<file path="config.mk">
export PLATFORM = sky130hd
export DESIGN_NAME = spi_cfg_writer
export DESIGN_NICKNAME = d
export VERILOG_FILES = /design/src/rtl/spi_cfg_writer.sv
export SDC_FILE = /design/constraint.sdc
export NUM_CORES = 1
export LEC_CHECK = 0
export ABC_AREA = 1
export ABC_CLOCK_PERIOD_IN_PS = 5900
export BUFFER_PORTS_ARGS = -buffer_cell sky130_fd_sc_hd__buf_4
export CAP_MARGIN = 40
export CORE_MARGIN = 4
export CORE_UTILIZATION = 60
export CTS_BUF_LIST = sky130_fd_sc_hd__clkbuf_16
export CTS_CLUSTER_DIAMETER = 50
export DETAILED_ROUTE_END_ITERATION = 10
export PLACE_DENSITY_LB_ADDON = 0.1
export SLEW_MARGIN = 20
export SYNTH_ARGS = -nofsm -noshare
export SYNTH_HDL_FRONTEND = slang
export SYNTH_SLANG_ARGS = --single-unit
export TNS_END_PERCENT = 100
</file>
<file path="constraint.sdc">
create_clock -name clk -period 5.9 [get_ports clk]
set_clock_uncertainty 0.2 [all_clocks]
set_input_delay 0.59 -clock clk [delete_from_list [all_inputs] [get_ports clk]]
set_output_delay 0.59 -clock clk [all_outputs]
set_load 0.1 [all_outputs]
</file>
<file path="src/rtl/spi_cfg_writer.sv">
`default_nettype none
// =============================================================================
// Module  : spi_cfg_writer
// Purpose : Queues register-write commands and serializes each as one 16-bit
//           SPI write frame (nCS/SCLK/COPI) for the configuration peripheral.
// Rev     : 1.0
// =============================================================================
module spi_cfg_writer #(
    parameter int CLK_DIV    = 4,
    parameter int GAP        = 8,
    parameter int FIFO_DEPTH = 4
) (
    input  logic                          clk,
    input  logic                          rst_n,
    input  logic                          cmd_valid,
    output logic                          cmd_ready,
    input  logic [3:0]                    cmd_addr,
    input  logic [7:0]                    cmd_data,
    output logic                          SCLK,
    output logic                          COPI,
    output logic                          nCS,
    output logic                          busy,
    output logic                          done,
    output logic                          err,
    output logic [$clog2(FIFO_DEPTH):0]   fifo_count
);

    localparam int AW   = $clog2(FIFO_DEPTH);
    localparam int CW   = AW + 1;
    localparam int PMAX = (CLK_DIV > GAP) ? CLK_DIV : GAP;
    localparam int PW   = $clog2(PMAX);

    localparam logic [PW-1:0] c_DIV_RELOAD = PW'(CLK_DIV - 1);
    localparam logic [PW-1:0] c_GAP_RELOAD = PW'(GAP - 1);
    localparam logic [CW-1:0] c_FULL_COUNT = CW'(FIFO_DEPTH);
    localparam logic [3:0]    c_MAX_ADDR   = 4'd4;
    localparam logic [4:0]    c_BITS       = 5'd16;

    typedef enum logic [2:0] {
        ST_IDLE  = 3'd0,
        ST_SETUP = 3'd1,
        ST_HIGH  = 3'd2,
        ST_LOW   = 3'd3,
        ST_GAP   = 3'd4
    } state_t;

    state_t         state_q;
    logic [PW-1:0]  phase_q;
    logic [4:0]     bit_cnt_q;
    logic [4:0]     bit_cnt_d;
    logic [14:0]    shift_q;
    logic           sclk_q;
    logic           copi_q;
    logic           ncs_q;
    logic           done_q;
    logic           err_q;

    logic [11:0]    mem_q [FIFO_DEPTH];
    logic [AW-1:0]  wr_ptr_q;
    logic [AW-1:0]  rd_ptr_q;
    logic [CW-1:0]  count_q;
    logic [CW-1:0]  count_d;

    logic           w_accept;
    logic           w_bad_addr;
    logic           w_push;
    logic           w_pop;
    logic [15:0]    w_frame;

    // ---------------------------------------------------------------- FIFO
    assign cmd_ready  = (count_q != c_FULL_COUNT);
    assign w_accept   = cmd_valid && cmd_ready;
    assign w_bad_addr = (cmd_addr > c_MAX_ADDR);
    assign w_push     = w_accept && !w_bad_addr;
    assign w_pop      = (state_q == ST_IDLE) && (count_q != '0);
    assign w_frame    = {1'b1, 3'b000, mem_q[rd_ptr_q]};

    always_comb begin
        count_d = count_q;
        case ({w_push, w_pop})
            2'b10:   count_d = count_q + CW'(1);
            2'b01:   count_d = count_q - CW'(1);
            default: count_d = count_q;
        endcase
    end

    always_ff @(posedge clk) begin
        if (w_push) begin
            mem_q[wr_ptr_q] <= {cmd_addr, cmd_data};
        end
    end

    // Pointers wrap naturally because FIFO_DEPTH is a power of two.
    always_ff @(posedge clk or negedge rst_n) begin
        if (!rst_n) begin
            wr_ptr_q <= '0;
            rd_ptr_q <= '0;
            count_q  <= '0;
            err_q    <= 1'b0;
        end else begin
            if (w_push) begin
                wr_ptr_q <= wr_ptr_q + AW'(1);
            end
            if (w_pop) begin
                rd_ptr_q <= rd_ptr_q + AW'(1);
            end
            count_q <= count_d;
            err_q   <= w_accept && w_bad_addr;
        end
    end

    // ---------------------------------------------------------------- Serializer
    assign bit_cnt_d = (bit_cnt_q == c_BITS) ? bit_cnt_q : bit_cnt_q + 5'd1;

    // frame[15] goes straight to COPI at SETUP entry, so only 15 bits are kept.
    always_ff @(posedge clk or negedge rst_n) begin
        if (!rst_n) begin
            state_q   <= ST_IDLE;
            phase_q   <= '0;
            bit_cnt_q <= '0;
            shift_q   <= '0;
            sclk_q    <= 1'b0;
            copi_q    <= 1'b0;
            ncs_q     <= 1'b1;
            done_q    <= 1'b0;
        end else begin
            done_q <= 1'b0;
            case (state_q)
                ST_IDLE: begin
                    if (w_pop) begin
                        shift_q   <= w_frame[14:0];
                        copi_q    <= w_frame[15];
                        ncs_q     <= 1'b0;
                        sclk_q    <= 1'b0;
                        bit_cnt_q <= '0;
                        phase_q   <= c_DIV_RELOAD;
                        state_q   <= ST_SETUP;
                    end
                end
                ST_SETUP: begin
                    if (phase_q == '0) begin
                        sclk_q  <= 1'b1;
                        phase_q <= c_DIV_RELOAD;
                        state_q <= ST_HIGH;
                    end else begin
                        phase_q <= phase_q - PW'(1);
                    end
                end
                ST_HIGH: begin
                    if (phase_q == '0) begin
                        sclk_q    <= 1'b0;
                        bit_cnt_q <= bit_cnt_d;
                        shift_q   <= {shift_q[13:0], 1'b0};
                        if (bit_cnt_d != c_BITS) begin
                            copi_q <= shift_q[14];
                        end
                        phase_q <= c_DIV_RELOAD;
                        state_q <= ST_LOW;
                    end else begin
                        phase_q <= phase_q - PW'(1);
                    end
                end
                ST_LOW: begin
                    if (phase_q == '0) begin
                        if (bit_cnt_q < c_BITS) begin
                            sclk_q  <= 1'b1;
                            phase_q <= c_DIV_RELOAD;
                            state_q <= ST_HIGH;
                        end else begin
                            ncs_q   <= 1'b1;
                            done_q  <= 1'b1;
                            copi_q  <= 1'b0;
                            phase_q <= c_GAP_RELOAD;
                            state_q <= ST_GAP;
                        end
                    end else begin
                        phase_q <= phase_q - PW'(1);
                    end
                end
                ST_GAP: begin
                    if (phase_q == '0) begin
                        state_q <= ST_IDLE;
                    end else begin
                        phase_q <= phase_q - PW'(1);
                    end
                end
                default: begin
                    state_q <= ST_IDLE;
                end
            endcase
        end
    end

    assign SCLK       = sclk_q;
    assign COPI       = copi_q;
    assign nCS        = ncs_q;
    assign done       = done_q;
    assign err        = err_q;
    assign fifo_count = count_q;
    assign busy       = (count_q != '0) || (state_q != ST_IDLE);

endmodule
`default_nettype wire
</file>
==> impl_metrics.env <==
export IMPL_outcome="complete, no violations"
export IMPL_power_mw=1.55
export IMPL_cts_resized=0
export IMPL_io_pins=25
export IMPL_synth_edf_count=48
export IMPL_h_tree_depth=3
export IMPL_r2r_slack_ns=3.48
export IMPL_cts_max_path_buffers=2
export IMPL_grt_pass1_vias=2556
export IMPL_finalCritPeriodShare_pct=40.9
export IMPL_gr_total_overflow=0
export IMPL_ys_seq_area_share_pct=61.7
export IMPL_yosys_top_cells_count="nor2_1 (74), nand2_1 (52), o21ai_0 (50)"
export IMPL_end_kind="flip-flop"
export IMPL_num_vias=2632
export IMPL_setup_viol=0
export IMPL_clk_latency_ns=0.34
export IMPL_wl_per_cell_um=13.9
export IMPL_synth_compound_area_share_pct=12.5
export IMPL_reg2regPathDepth=9
export IMPL_track_usage_pct=20.3
export IMPL_num_rows=29
export IMPL_arrival_ns=2.43
export IMPL_whs_ns=0.0147
export IMPL_drt_wl_total_um=6920
export IMPL_post_cts_repair_setup_buffers=0
export IMPL_fill_cells=450
export IMPL_fmax_mhz=414
export IMPL_hold_path_class="in2async"
export IMPL_drv_cap=0
export IMPL_syn_nets=411
export IMPL_worst_ir_drop_vdd_uv=243
export IMPL_hold_buffers=0
export IMPL_finalMaxSlewViolations=0
export IMPL_synth_area_leaders="edfxtp_1 (37%), dfrtp_1 (24%), nor2_1 (7.2%)"
export IMPL_synth_area_leader_cell="edfxtp_1"
export IMPL_ys_warn_count=0
export IMPL_synthSimpleGateAreaFrac_pct=15.7
export IMPL_numCtsBuffers=9
export IMPL_coreArea_mm2=0.00631
export IMPL_vias_per_cell=5.31
export IMPL_area_delta_synth_final_pct=15.5
export IMPL_grt_pass1_wl_um=11900
export IMPL_p_leak_nw=1.96
export IMPL_muxShareOfSynthArea_pct=0
export IMPL_required_ns=5.92
export IMPL_synth_xor_area_share_pct=1.13
export IMPL_antenna_found_initial=0
export IMPL_drcViolationCount=0
export IMPL_fin_nets=439
export IMPL_initial_core_util_pct=61.5
export IMPL_yosysTopAreaCellShare_pct=37.1
export IMPL_critical_path_max_fanout=8
export IMPL_setup_slack_ns=3.48
export IMPL_cts_tree="done"
export IMPL_syn_area_per_cell_um2=10.1
export IMPL_relSlewSlack_pct=52.6
export IMPL_syn_area_mm2=0.00388
export IMPL_drtIter0Drc=140
export IMPL_ys_ff_latch=86
export IMPL_worstMarginPinSlew_ns=0.709
export IMPL_globalplace_congestion=0.857
export IMPL_syn_inst=386
export IMPL_rsz0062_at_grt="false"
export IMPL_tns_ns=0
export IMPL_dieArea_mm2=0.00782
export IMPL_synth_cell_types=32
export IMPL_path_clk_slew_ns=0.06
export IMPL_synth_adder_area_share_pct=3.42
export IMPL_die_y_um=88.4
export IMPL_clock_sinks=86
export IMPL_synth_top_flop_cell="edfxtp_1"
export IMPL_hpwl_um=4750
export IMPL_dieWidth_um=88.4
export IMPL_rr_endpoint="fifo_count[2]$_DFFE_PN0P_"
export IMPL_port_buffers=24
export IMPL_r2r_start="fifo_count[0]$_DFFE_PN0P_"
export IMPL_synth_top_family_by_area="simple AND/OR/NAND/NOR gates"
export IMPL_worst_setup_path_start_kind="flip-flop"
export IMPL_n_antenna_cell=0
export IMPL_finalHoldViolations=0
export IMPL_grt_max_degree=39
export IMPL_clockRootBuffer="clkbuf_16"
export IMPL_pwr_density_cell_mw_per_mm2=345
export IMPL_ant_nets=0
export IMPL_layout_drive_gt1_share_pct=16.0
export IMPL_post_place_ws_ns=3.20
export IMPL_crit_type="reg2reg"
export IMPL_drtPass1Iterations=4
export IMPL_synth_most_common_cell="nor2_1"
export IMPL_fin_crit_ns=2.42
export IMPL_async_flop_share_pct=44.2
## power by group
group / switching, mW / total (mW) / leakage, nW / internal, mW
clock: 0.236 / 0.611 / 0.157 / 0.376
combinational: 0.184 / 0.239 / 0.915 / 0.0558
sequential: 0.0201 / 0.698 / 0.889 / 0.678
total: 0.439 / 1.55 / 1.96 / 1.11
## cell families (layout without fill, tap and decap cells)
group / Yosys count / in the layout
buffers and inverters: 54 / 87
flip-flops: 86 / 86
adder cells (fa/ha/maj): 10 / 10
XOR/XNOR: 5 / 5
AO/OA/AOI/OAI: 87 / 87
AND/OR/NAND/NOR: 144 / 144
## placed cells by master (no fill, tap or decap), types with 2 or more instances in the layout
cell / n
a21oi_1: 19
edfxtp_1: 48
inv_6: 3
clkbuf_16: 9
ha_1: 9
inv_1: 37
nand3_1: 8
xor2_1: 4
bufinv_16: 2
inv_2: 5
buf_6: 4
nand2_4: 2
nor2_1: 74
dfrtp_1: 37
o21ai_0: 50
a21oi_2: 9
o21ai_1: 2
o22ai_1: 3
nand2_1: 52
nand4_1: 3
buf_4: 24
## layer usage
layer	up-vias	track usage, %	part of all wire (%)
li1	1341	-	-
met1	1230	26.5	43
met2	50	33.6	52
met3	11	3.72	3.7
met4	0	8.24	1.8
met5	-	0	0
## worst max-delay path, cell delays in order (launching register included)
cell	delay, ns
dfrtp_1	0.42
nor2_1	0.22
nand2_1	0.15
nand3_1	0.28
ha_1	0.20
inv_1	0.06
fa_1	0.37
a21oi_1	0.14
o21ai_0	0.10
xor2_1	0.15
## through the flow
stage                     cells  instance area, um^2  utilization (%)
after global placement      475                 4100             64.9
after detailed placement    479                 4140             65.6
after CTS                   495                 4470             70.8
final                       496                 4480             71.0
after floorplan             386                 3880                -
after global routing        496                 4480             71.0
## how the worst max path moves through the flow
stage / startpoint / to / depth (start not counted)
final: fifo_count[0]$_DFFE_PN0P_ / fifo_count[2]$_DFFE_PN0P_ / 9
after global routing: fifo_count[0]$_DFFE_PN0P_ / fifo_count[2]$_DFFE_PN0P_ / 9
after CTS: fifo_count[0]$_DFFE_PN0P_ / fifo_count[2]$_DFFE_PN0P_ / 9
after detailed placement: cmd_addr[1] / mem_q[0][6]$_DFFE_PP_ / 6
after global placement: cmd_addr[1] / mem_q[0][6]$_DFFE_PP_ / 5
after floorplan: fifo_count[2]$_DFFE_PN0P_ / fifo_count[2]$_DFFE_PN0P_ / 8
## flip-flops by register name, summed over array words and instances, names as in the netlist
name / flops
mem_q: 48
shift_q: 15
bit_cnt_q: 5
fifo_count: 3
phase_q: 3
state_q: 3
rd_ptr_q: 2
wr_ptr_q: 2
COPI: 1
SCLK: 1
done: 1
err: 1
nCS: 1
## final cells by class
| class | instances | area [um^2] | share of cell area (%) |
|---|---|---|---|
| inverter | 42 | 158 | 3.52 |
| multi-input combinational | 246 | 1270 | 28.3 |
| clock inverter | 7 | 103 | 2.29 |
| timing repair buffer | 29 | 240 | 5.36 |
| clock buffer | 9 | 225 | 5.02 |
| sequential | 86 | 2390 | 53.4 |
| tap | 77 | 96.3 | 2.15 |
Power figures use the tool's default switching activity.
